--- src/rtl/xbee_pkg.sv ---
// rtl/xbee_pkg.sv - XBee API framing constants and state type
// Shared by the transmit-frame builder and the API 0x90 receive-frame parser.
package xbee_pkg;

  localparam logic [7:0] START_DELIM = 8'h7E;
  localparam logic [7:0] API_TX_REQ  = 8'h10;
  localparam logic [7:0] API_RX_PKT  = 8'h90;
  localparam logic [7:0] ESC_CHAR    = 8'h7D;
  localparam logic [7:0] ESC_XOR     = 8'h20;
  localparam logic [7:0] XON         = 8'h11;
  localparam logic [7:0] XOFF        = 8'h13;
  localparam int         TX_HDR_LEN  = 14;

  typedef enum logic [1:0] {
    IDLE,
    SEND,
    ESC2,
    FINISH
  } tx_state_t;

endpackage

--- src/rtl/xbee_byte_stuffer.sv ---
// rtl/xbee_byte_stuffer.sv - API mode 2 escape decision and XOR for one byte
// Used by xbee_tx_frame only when XBEE_TX_ESCAPE_EN is defined.
module xbee_byte_stuffer
  import xbee_pkg::*;
(
  input  logic [7:0] data,
  output logic       escape,
  output logic [7:0] stuffed
);

  assign escape  = (data == START_DELIM) || (data == ESC_CHAR) ||
                   (data == XON) || (data == XOFF);
  assign stuffed = data ^ ESC_XOR;

endmodule

--- src/rtl/xbee_tx_frame.sv ---
// rtl/xbee_tx_frame.sv - XBee API 0x10 Transmit Request frame builder/streamer
// Optional macro XBEE_TX_ESCAPE_EN enables API mode 2 byte escaping.
module xbee_tx_frame
  import xbee_pkg::*;
#(
  parameter int          PAYLOAD_BYTES = 4,
  parameter logic [15:0] DEST_NET      = 16'hFFFE,
  parameter logic [7:0]  RADIUS        = 8'h00,
  parameter logic [7:0]  TX_OPTIONS    = 8'h00
) (
  input  logic                       clock,
  input  logic                       reset,
  input  logic                       send,
  input  logic [7:0]                 frame_id,
  input  logic [63:0]                dest_addr,
  input  logic [8*PAYLOAD_BYTES-1:0] payload,
  output logic [7:0]                 tx_byte,
  output logic                       tx_valid,
  input  logic                       tx_ready,
  output logic                       busy,
  output logic                       done
);

  localparam logic [15:0] FRAME_LEN = 16'(TX_HDR_LEN + PAYLOAD_BYTES);
  localparam logic [5:0]  PAY_IDX   = 6'd17;
  localparam logic [5:0]  LAST_IDX  = 6'(17 + PAYLOAD_BYTES);

  tx_state_t                  state;
  logic [5:0]                 idx, nidx;
  logic [7:0]                 acc, acc_sum, cur_raw, next_raw, fid_q;
  logic [7:0]                 dest_byte, pay_byte;
  logic [63:0]                dest_q;
  logic [8*PAYLOAD_BYTES-1:0] pl_q;
  logic [2:0]                 di;
  logic [3:0]                 pi;
  logic                       next_esc;

`ifdef XBEE_TX_ESCAPE_EN
  logic       cur_esc;
  logic [7:0] cur_xor, next_xor;

  xbee_byte_stuffer u_stuffer (
    .data    (next_raw),
    .escape  (next_esc),
    .stuffed (next_xor)
  );
`else
  assign next_esc = 1'b0;
`endif

  // Next byte is built from the latched fields and the checksum including the current byte.
  always_comb begin
    nidx      = idx + 6'd1;
    di        = 3'(nidx - 6'd5);
    pi        = 4'(nidx - PAY_IDX);
    acc_sum   = (idx >= 6'd3 && idx < LAST_IDX) ? acc + cur_raw : acc;
    dest_byte = 8'h00;
    for (int b = 0; b < 8; b++)
      if (di == 3'(b)) dest_byte = dest_q[8*(7-b) +: 8];
    pay_byte = 8'h00;
    for (int b = 0; b < PAYLOAD_BYTES; b++)
      if (pi == 4'(b)) pay_byte = pl_q[8*(PAYLOAD_BYTES-1-b) +: 8];
    if (nidx == 6'd1)           next_raw = FRAME_LEN[15:8];
    else if (nidx == 6'd2)      next_raw = FRAME_LEN[7:0];
    else if (nidx == 6'd3)      next_raw = API_TX_REQ;
    else if (nidx == 6'd4)      next_raw = fid_q;
    else if (nidx < 6'd13)      next_raw = dest_byte;
    else if (nidx == 6'd13)     next_raw = DEST_NET[15:8];
    else if (nidx == 6'd14)     next_raw = DEST_NET[7:0];
    else if (nidx == 6'd15)     next_raw = RADIUS;
    else if (nidx == 6'd16)     next_raw = TX_OPTIONS;
    else if (nidx < LAST_IDX)   next_raw = pay_byte;
    else                        next_raw = 8'hFF - acc_sum;
  end

  always_ff @(posedge clock) begin
    if (reset) begin
      state    <= IDLE;
      idx      <= '0;
      acc      <= '0;
      cur_raw  <= '0;
      fid_q    <= '0;
      dest_q   <= '0;
      pl_q     <= '0;
      tx_byte  <= '0;
      tx_valid <= 1'b0;
      busy     <= 1'b0;
      done     <= 1'b0;
`ifdef XBEE_TX_ESCAPE_EN
      cur_esc  <= 1'b0;
      cur_xor  <= '0;
`endif
    end else begin
      done <= 1'b0;
      case (state)
        IDLE: if (send) begin
          fid_q    <= frame_id;
          dest_q   <= dest_addr;
          pl_q     <= payload;
          idx      <= '0;
          acc      <= '0;
          cur_raw  <= START_DELIM;
          tx_byte  <= START_DELIM;
          tx_valid <= 1'b1;
          busy     <= 1'b1;
          state    <= SEND;
`ifdef XBEE_TX_ESCAPE_EN
          cur_esc  <= 1'b0;
`endif
        end
        SEND, ESC2: if (tx_ready) begin
`ifdef XBEE_TX_ESCAPE_EN
          if (state == SEND && cur_esc) begin
            tx_byte <= cur_xor;
            state   <= ESC2;
          end else
`endif
          if (idx == LAST_IDX) begin
            tx_valid <= 1'b0;
            busy     <= 1'b0;
            done     <= 1'b1;
            state    <= FINISH;
          end else begin
            idx     <= nidx;
            acc     <= acc_sum;
            cur_raw <= next_raw;
            tx_byte <= next_esc ? ESC_CHAR : next_raw;
            state   <= SEND;
`ifdef XBEE_TX_ESCAPE_EN
            cur_esc <= next_esc;
            cur_xor <= next_xor;
`endif
          end
        end
        FINISH:  state <= IDLE;
        default: state <= IDLE;
      endcase
    end
  end

endmodule
--- config.mk ---
export PLATFORM = sky130hd
export DESIGN_NAME = xbee_tx_frame
export DESIGN_NICKNAME = d
export VERILOG_FILES = /design/src/rtl/xbee_pkg.sv /design/src/rtl/xbee_byte_stuffer.sv /design/src/rtl/xbee_tx_frame.sv
export SDC_FILE = /design/constraint.sdc
export NUM_CORES = 1
export LEC_CHECK = 0
export CAP_MARGIN = 10
export CORE_ASPECT_RATIO = 0.6
export CORE_MARGIN = 10
export CORE_UTILIZATION = 48
export CTS_CLUSTER_SIZE = 28
export DETAILED_ROUTE_END_ITERATION = 8
export PLACE_DENSITY_LB_ADDON = 0.3
export SYNTH_ARGS = -nofsm -noshare
export SYNTH_HDL_FRONTEND = slang
export SYNTH_SLANG_ARGS = --single-unit
--- constraint.sdc ---
create_clock -name clock -period 3.9 [get_ports clock]
set_clock_uncertainty 0.05 [all_clocks]
set_input_delay 0.585 -clock clock [delete_from_list [all_inputs] [get_ports clock]]
set_output_delay 0.585 -clock clock [all_outputs]
set_load 0.01 [all_outputs]
==> flow_summary.ini, run 1 <==
[sta]
period_share = 0.836
setup_violations = 0
whs_ps = 406
worstMarginPinSlew_ps = 791
finalMaxSlewViolations = 0
setup-tns-final_ps = 0
timing.fmax_mhz = 307
finalHoldViolCount = 0
rsz0062_at_grt = false
min_period_ps = 3260
relSlewSlack = 0.473

[synthesis]
synth_xor_xnor_area_share = 0.0186
synth.area.top_cells = dfxtp_1, nand2_1, a21oi_1, ha_1, clkbuf_1
synth_ff_type = dfxtp_1
ys_seq_area_frac = 0.390
avgSynthCellArea_um2 = 7.28
syn_area_mm2 = 0.00667
async_reset_ff_frac = 0
syn-num-nets = 1046
synth_top_area_share = 0.390
synth_edf_count = 0
ys_seq_elements = 130
synthTopCellsByCount = nand2_1, a21oi_1, dfxtp_1
synth_compound_area_frac = 0.246
yosysMostFrequentCell = nand2_1
synth.distinct_cells = 60
synth_top_cell_by_area = dfxtp_1
synth_top_family_by_area = compound AO/OA/AOI/OAI gates
muxShareOfSynthArea = 0.0124
synth_warnings = 0
synthCells = 917
synthAdderAreaFrac = 0.0405
synthSimpleGateAreaFrac = 0.241

[global_routing]
grt_max_degree = 105
grt_first_pass_wirelength_um = 34900
grt_overflow = 0
track_usage = 0.227
antenna_found_initial = 1
grt_pass1_vias = 6361

[final_layout]
n_fill_cell = 1253
fin_cells = 1182
nNetsFinal = 1123
area_delta_synth_final_pct = 27.3
drive_gt1_frac = 0.0537

[clocking]
cts.sinks = 130
cts-resized-gates = 0
cts.clk_slew.worst_paths_ps = 60
cts-htree-levels = 4
cts-root-buf = clkbuf_16
cts_setup_buffers = 0
cts_tree = done
clock_latency_ps = 420
clockBufferDepth = 2
cts_buffers = 17
hold_buffers = 0

[min_path]
hp-class = register to register

[power_and_ir_drop]
report.power.total_w = 0.00363
peakVddDrop_uv = 257
p_per_area_mw_per_mm2 = 428
leakagePower_nw = 3.16

[drt]
wl_per_cell_um = 18.8
dr.pass1.iters = 5
drc = 0
drtIter0Drc = 787
vias = 6882
routed_wl_um = 22200
detail-route-antenna-nets = 0
vias_per_cell = 5.82

[floorplanning]
fp.dieH_um = 111
start_util = 0.490
rows = 33
dieArea_mm2 = 0.0192
io_pins = 119
fp.dieW_um = 172
core_area_mm2 = 0.0136

[placed_design]
dp.cells = 1150
dp_hpwl_um = 16000
gp_congestion = 0.948
portBuffers = 118

[worst_setup_path]
path_class = register to register
cp.arrival_ps = 3540
worstSetupEndpointType = register
path_max_fanout = 13
required_ps = 4180
cp-start-kind = register

[run]
maxCapViolCount = 0

[status]
outcome = complete, no violations
-- registers in the layout, indices dropped and copies added, names as in the netlist --
signal,flops
fid_q,8
cur_raw,8
done,1
busy,1
state,2
idx,6
acc,8
pl_q,32
dest_q,64
-- cells by family after synthesis --
logic type | after synthesis
simple gates | 377
fa+ha+maj | 21
flops | 130
compound gates | 281
buf+inv | 88
xor+xnor | 12
mux | 8
-- final cells by class --
class	instances	area [um2]	area share
clock inverters	14	154	0.0181
diodes	1	2.50	0.000295
well taps	175	219	0.0258
inverters	15	56.3	0.00663
clock buffers	17	425	0.0501
flip-flops and latches	130	2600	0.306
repair buffers	131	1300	0.153
multi-input cells	699	3730	0.440
-- critical path, cell delays in order (launching register included) --
cell and delay (ps):
dfxtp_1 550, ha_1 260, ha_1 250, ha_1 530, buf_4 240, nand3b_1 190
nor4_1 470, buf_4 220, a221oi_1 110, o31ai_1 290
-- where the power goes --
group          switching, W  total [W]  internal [W]
Clock              0.000636    0.00158      0.000947
Sequential        0.0000675    0.00148       0.00141
Combinational      0.000315   0.000572      0.000257
Total               0.00102    0.00363       0.00261
-- layout by cell type, fill, tap and decap left out, types with 5 or more instances in the layout --
master / synthesis / final
clkbuf_16: 0 / 17
o21a_1: 5 / 5
and4_1: 5 / 5
a211oi_1: 9 / 9
xor2_1: 5 / 5
nor2_1: 43 / 43
a31oi_1: 7 / 7
clkdlybuf4s50_1: 0 / 117
a221oi_1: 8 / 8
or3_1: 11 / 11
o211ai_1: 5 / 5
o21ai_0: 41 / 41
nor4_1: 5 / 5
nor3_1: 12 / 12
ha_1: 20 / 20
buf_4: 1 / 12
nand2_1: 253 / 252
dfxtp_1: 130 / 130
a22oi_1: 11 / 11
mux2i_1: 6 / 6
nand3_1: 18 / 18
nor2b_1: 8 / 8
inv_1: 14 / 14
xnor2_1: 6 / 6
a21oi_1: 155 / 155
o22ai_1: 5 / 5
-- per-layer routing --
layer / up-vias / global-route usage / share of wire
li1: 3337 / - / -
met1: 3139 / 0.343 / 0.48
met2: 373 / 0.290 / 0.39
met3: 33 / 0.0811 / 0.12
met4: 0 / 0.0595 / 0.012
met5: - / 0 / 0
-- stage by stage --
stage	setup WS, ps	cell area [um2]	util
floorplan	1110	6670	-
global placement	869	7910	0.581
detailed placement	828	7910	0.581
CTS	765	8490	0.623
global route	455	8490	0.623
finish	638	8500	0.624
-- worst paths after layout --
path               from  cells past startpoint  slack (ps)         end
min reg2reg  dest_q[61]                      2         410  dest_q[61]
max              idx[0]                      9         640  cur_raw[4]
min          dest_q[61]                      2         410  dest_q[61]
max reg2reg      idx[0]                      9         640  cur_raw[4]
Note: power is estimated with default switching activity, not from simulation.
==> inputs of run 2 (changes only) <==
==> constraint.sdc (replaced) <==
create_clock -name clock -period 3.3 [get_ports clock]
set_clock_uncertainty 0.05 [all_clocks]
set_input_delay 0.495 -clock clock [delete_from_list [all_inputs] [get_ports clock]]
set_output_delay 0.495 -clock clock [all_outputs]
set_load 0.01 [all_outputs]
==> run 2 against run 1 <==
Against the previous run:
- non-clock buffer count up 11
- first-iteration DRC count down 5.6%
- count of clock-buffer cells in the layout up 1
- flip-flop and latch count unchanged
- clock power up 23%
- power up 20%
- die area unchanged
- sequential share of layout area down 0.41 points
- fmax up 13%
==> flow_summary.ini, run 2 (synthesis gave the netlist of run 1 again) <==
[placed_design]
portBuffers = 118
dp_hpwl_um = 16600
gp_congestion = 0.960

[floorplanning]
fp.dieW_um = 172
start_util = 0.490
dieArea_mm2 = 0.0192
rows = 33
io_pins = 119
fp.dieH_um = 111
core_area_mm2 = 0.0136

[drt]
wl_per_cell_um = 18.8
routed_wl_um = 22400
drtIter0Drc = 743
detail-route-antenna-nets = 0
vias = 6887
drc = 0
dr.pass1.iters = 6
vias_per_cell = 5.77

[worst_setup_path]
cp_cell_sequence = inv_1, ha_1, inv_1, o211ai_1, or3_1, a211oi_1, o21a_1, a31oi_1, nor3_1
required_ps = 3580
timing.critical_path.buf_inv = 2
crit_top_cell = inv_1
cp-start-kind = register
path_class = register to register
rrSetupSlack_ps = 410
max_stage_delay_ps = 570
worstSetupEndpointType = register
cp_slowest_cell = or3_1
path_max_fanout = 13
cp.arrival_ps = 3180
cpLargestDelayFamily = compound AO/OA/AOI/OAI gates

[final_layout]
n_fill_cell = 1246
reg.largest.list = dest_q x64, pl_q x32
drive_gt1_frac = 0.0639
top_register = dest_q
nNetsFinal = 1134
largest_reg_flops = 64
layout_common_cells = nand2_1, a21oi_1, dfxtp_1
fin_util = 0.632
area_delta_synth_final_pct = 29.0
num_antenna_cells = 0
final_common_cell = nand2_1

[sta]
min_period_ps = 2890
setup-tns-final_ps = 0
period_share = 0.876
relSlewSlack = 0.534
setup_violations = 0
whs_ps = 404
finalHoldViolCount = 0
rsz0062_at_grt = false
worstMarginPinSlew_ps = 699
finalMaxSlewViolations = 0
timing.fmax_mhz = 346

[clocking]
clockBufferDepth = 2
cts.sinks = 130
cts_setup_buffers = 0
clock_latency_ps = 410
hold_buffers = 0
cts_tree = done
cts_buffers = 17
cts-resized-gates = 0
cts-htree-levels = 4
cts.clk_slew.worst_paths_ps = 60
cts-root-buf = clkbuf_16

[min_path]
hp-class = register to register

[global_routing]
grt_pass1_vias = 6363
antenna_found_initial = 0
grt_overflow = 0
grt_first_pass_wirelength_um = 35200
grt_max_degree = 55
track_usage = 0.230

[status]
outcome = complete, no violations

[power_and_ir_drop]
p_per_area_mw_per_mm2 = 508
peakVddDrop_uv = 285
leakagePower_nw = 3.22

[run]
maxCapViolCount = 0
[run 2: changes by cell type in the layout (fill, tap and decap cells not counted)]
cell	delta
buf_4	+10
clkinv_2	-3
inv_8	+3
buf_12	+1
clkbuf_1	+1
clkinvlp_4	+1
diode_2	-1
inv_6	-1
[run 2: path summary, 6_finish.rpt]
check / start / endpoint / cells after the start
worst max-delay path: state[0] / cur_raw[7] / 9
worst min-delay path: pl_q[18] / pl_q[18] / 2
worst max register to register: state[0] / cur_raw[7] / 9
worst min register to register: pl_q[18] / pl_q[18] / 2
[run 2: tightest hold or removal path: stages (launching register included)]
cell and delay [ps]:
dfxtp_1 310, nand2_1 50, a21oi_1 50
[run 2: layout make-up]
class | instances | area [um2] | share of cell area
multi-input cells | 699 | 3730 | 0.434
flip-flops and latches | 130 | 2600 | 0.302
inverters | 15 | 56.3 | 0.00654
clock inverters | 14 | 171 | 0.0199
well taps | 175 | 219 | 0.0254
repair buffers | 142 | 1400 | 0.162
clock buffers | 18 | 429 | 0.0498
[run 2: routing by layer]
metal  vias up  share of wire  global-route usage
met2       274           0.39               0.297
met1      3240           0.51               0.358
met4         0         0.0052              0.0446
li1       3360              -                   -
met3        13          0.096              0.0702
met5         -              0                   0
[run 2: stage by stage]
stage	worst slack (ps)	area, um2	power [W]	cells
2_1_floorplan	505	6670	0.00213	917
3_3_place_gp	456	8010	0.00245	1161
3_5_place_dp	405	8010	0.00246	1161
4_1_cts	444	8610	0.00437	1193
5_1_grt	158	8610	0.00452	1193
6_report	408	8610	0.00437	1193
[run 2: power by group]
part / leakage (nW) / internal, W / switching, W
Clock: 0.285 / 0.00114 / 0.000793
Combinational: 1.87 / 0.000316 / 0.000379
Sequential: 1.07 / 0.00167 / 0.0000766
Total: 3.22 / 0.00312 / 0.00125
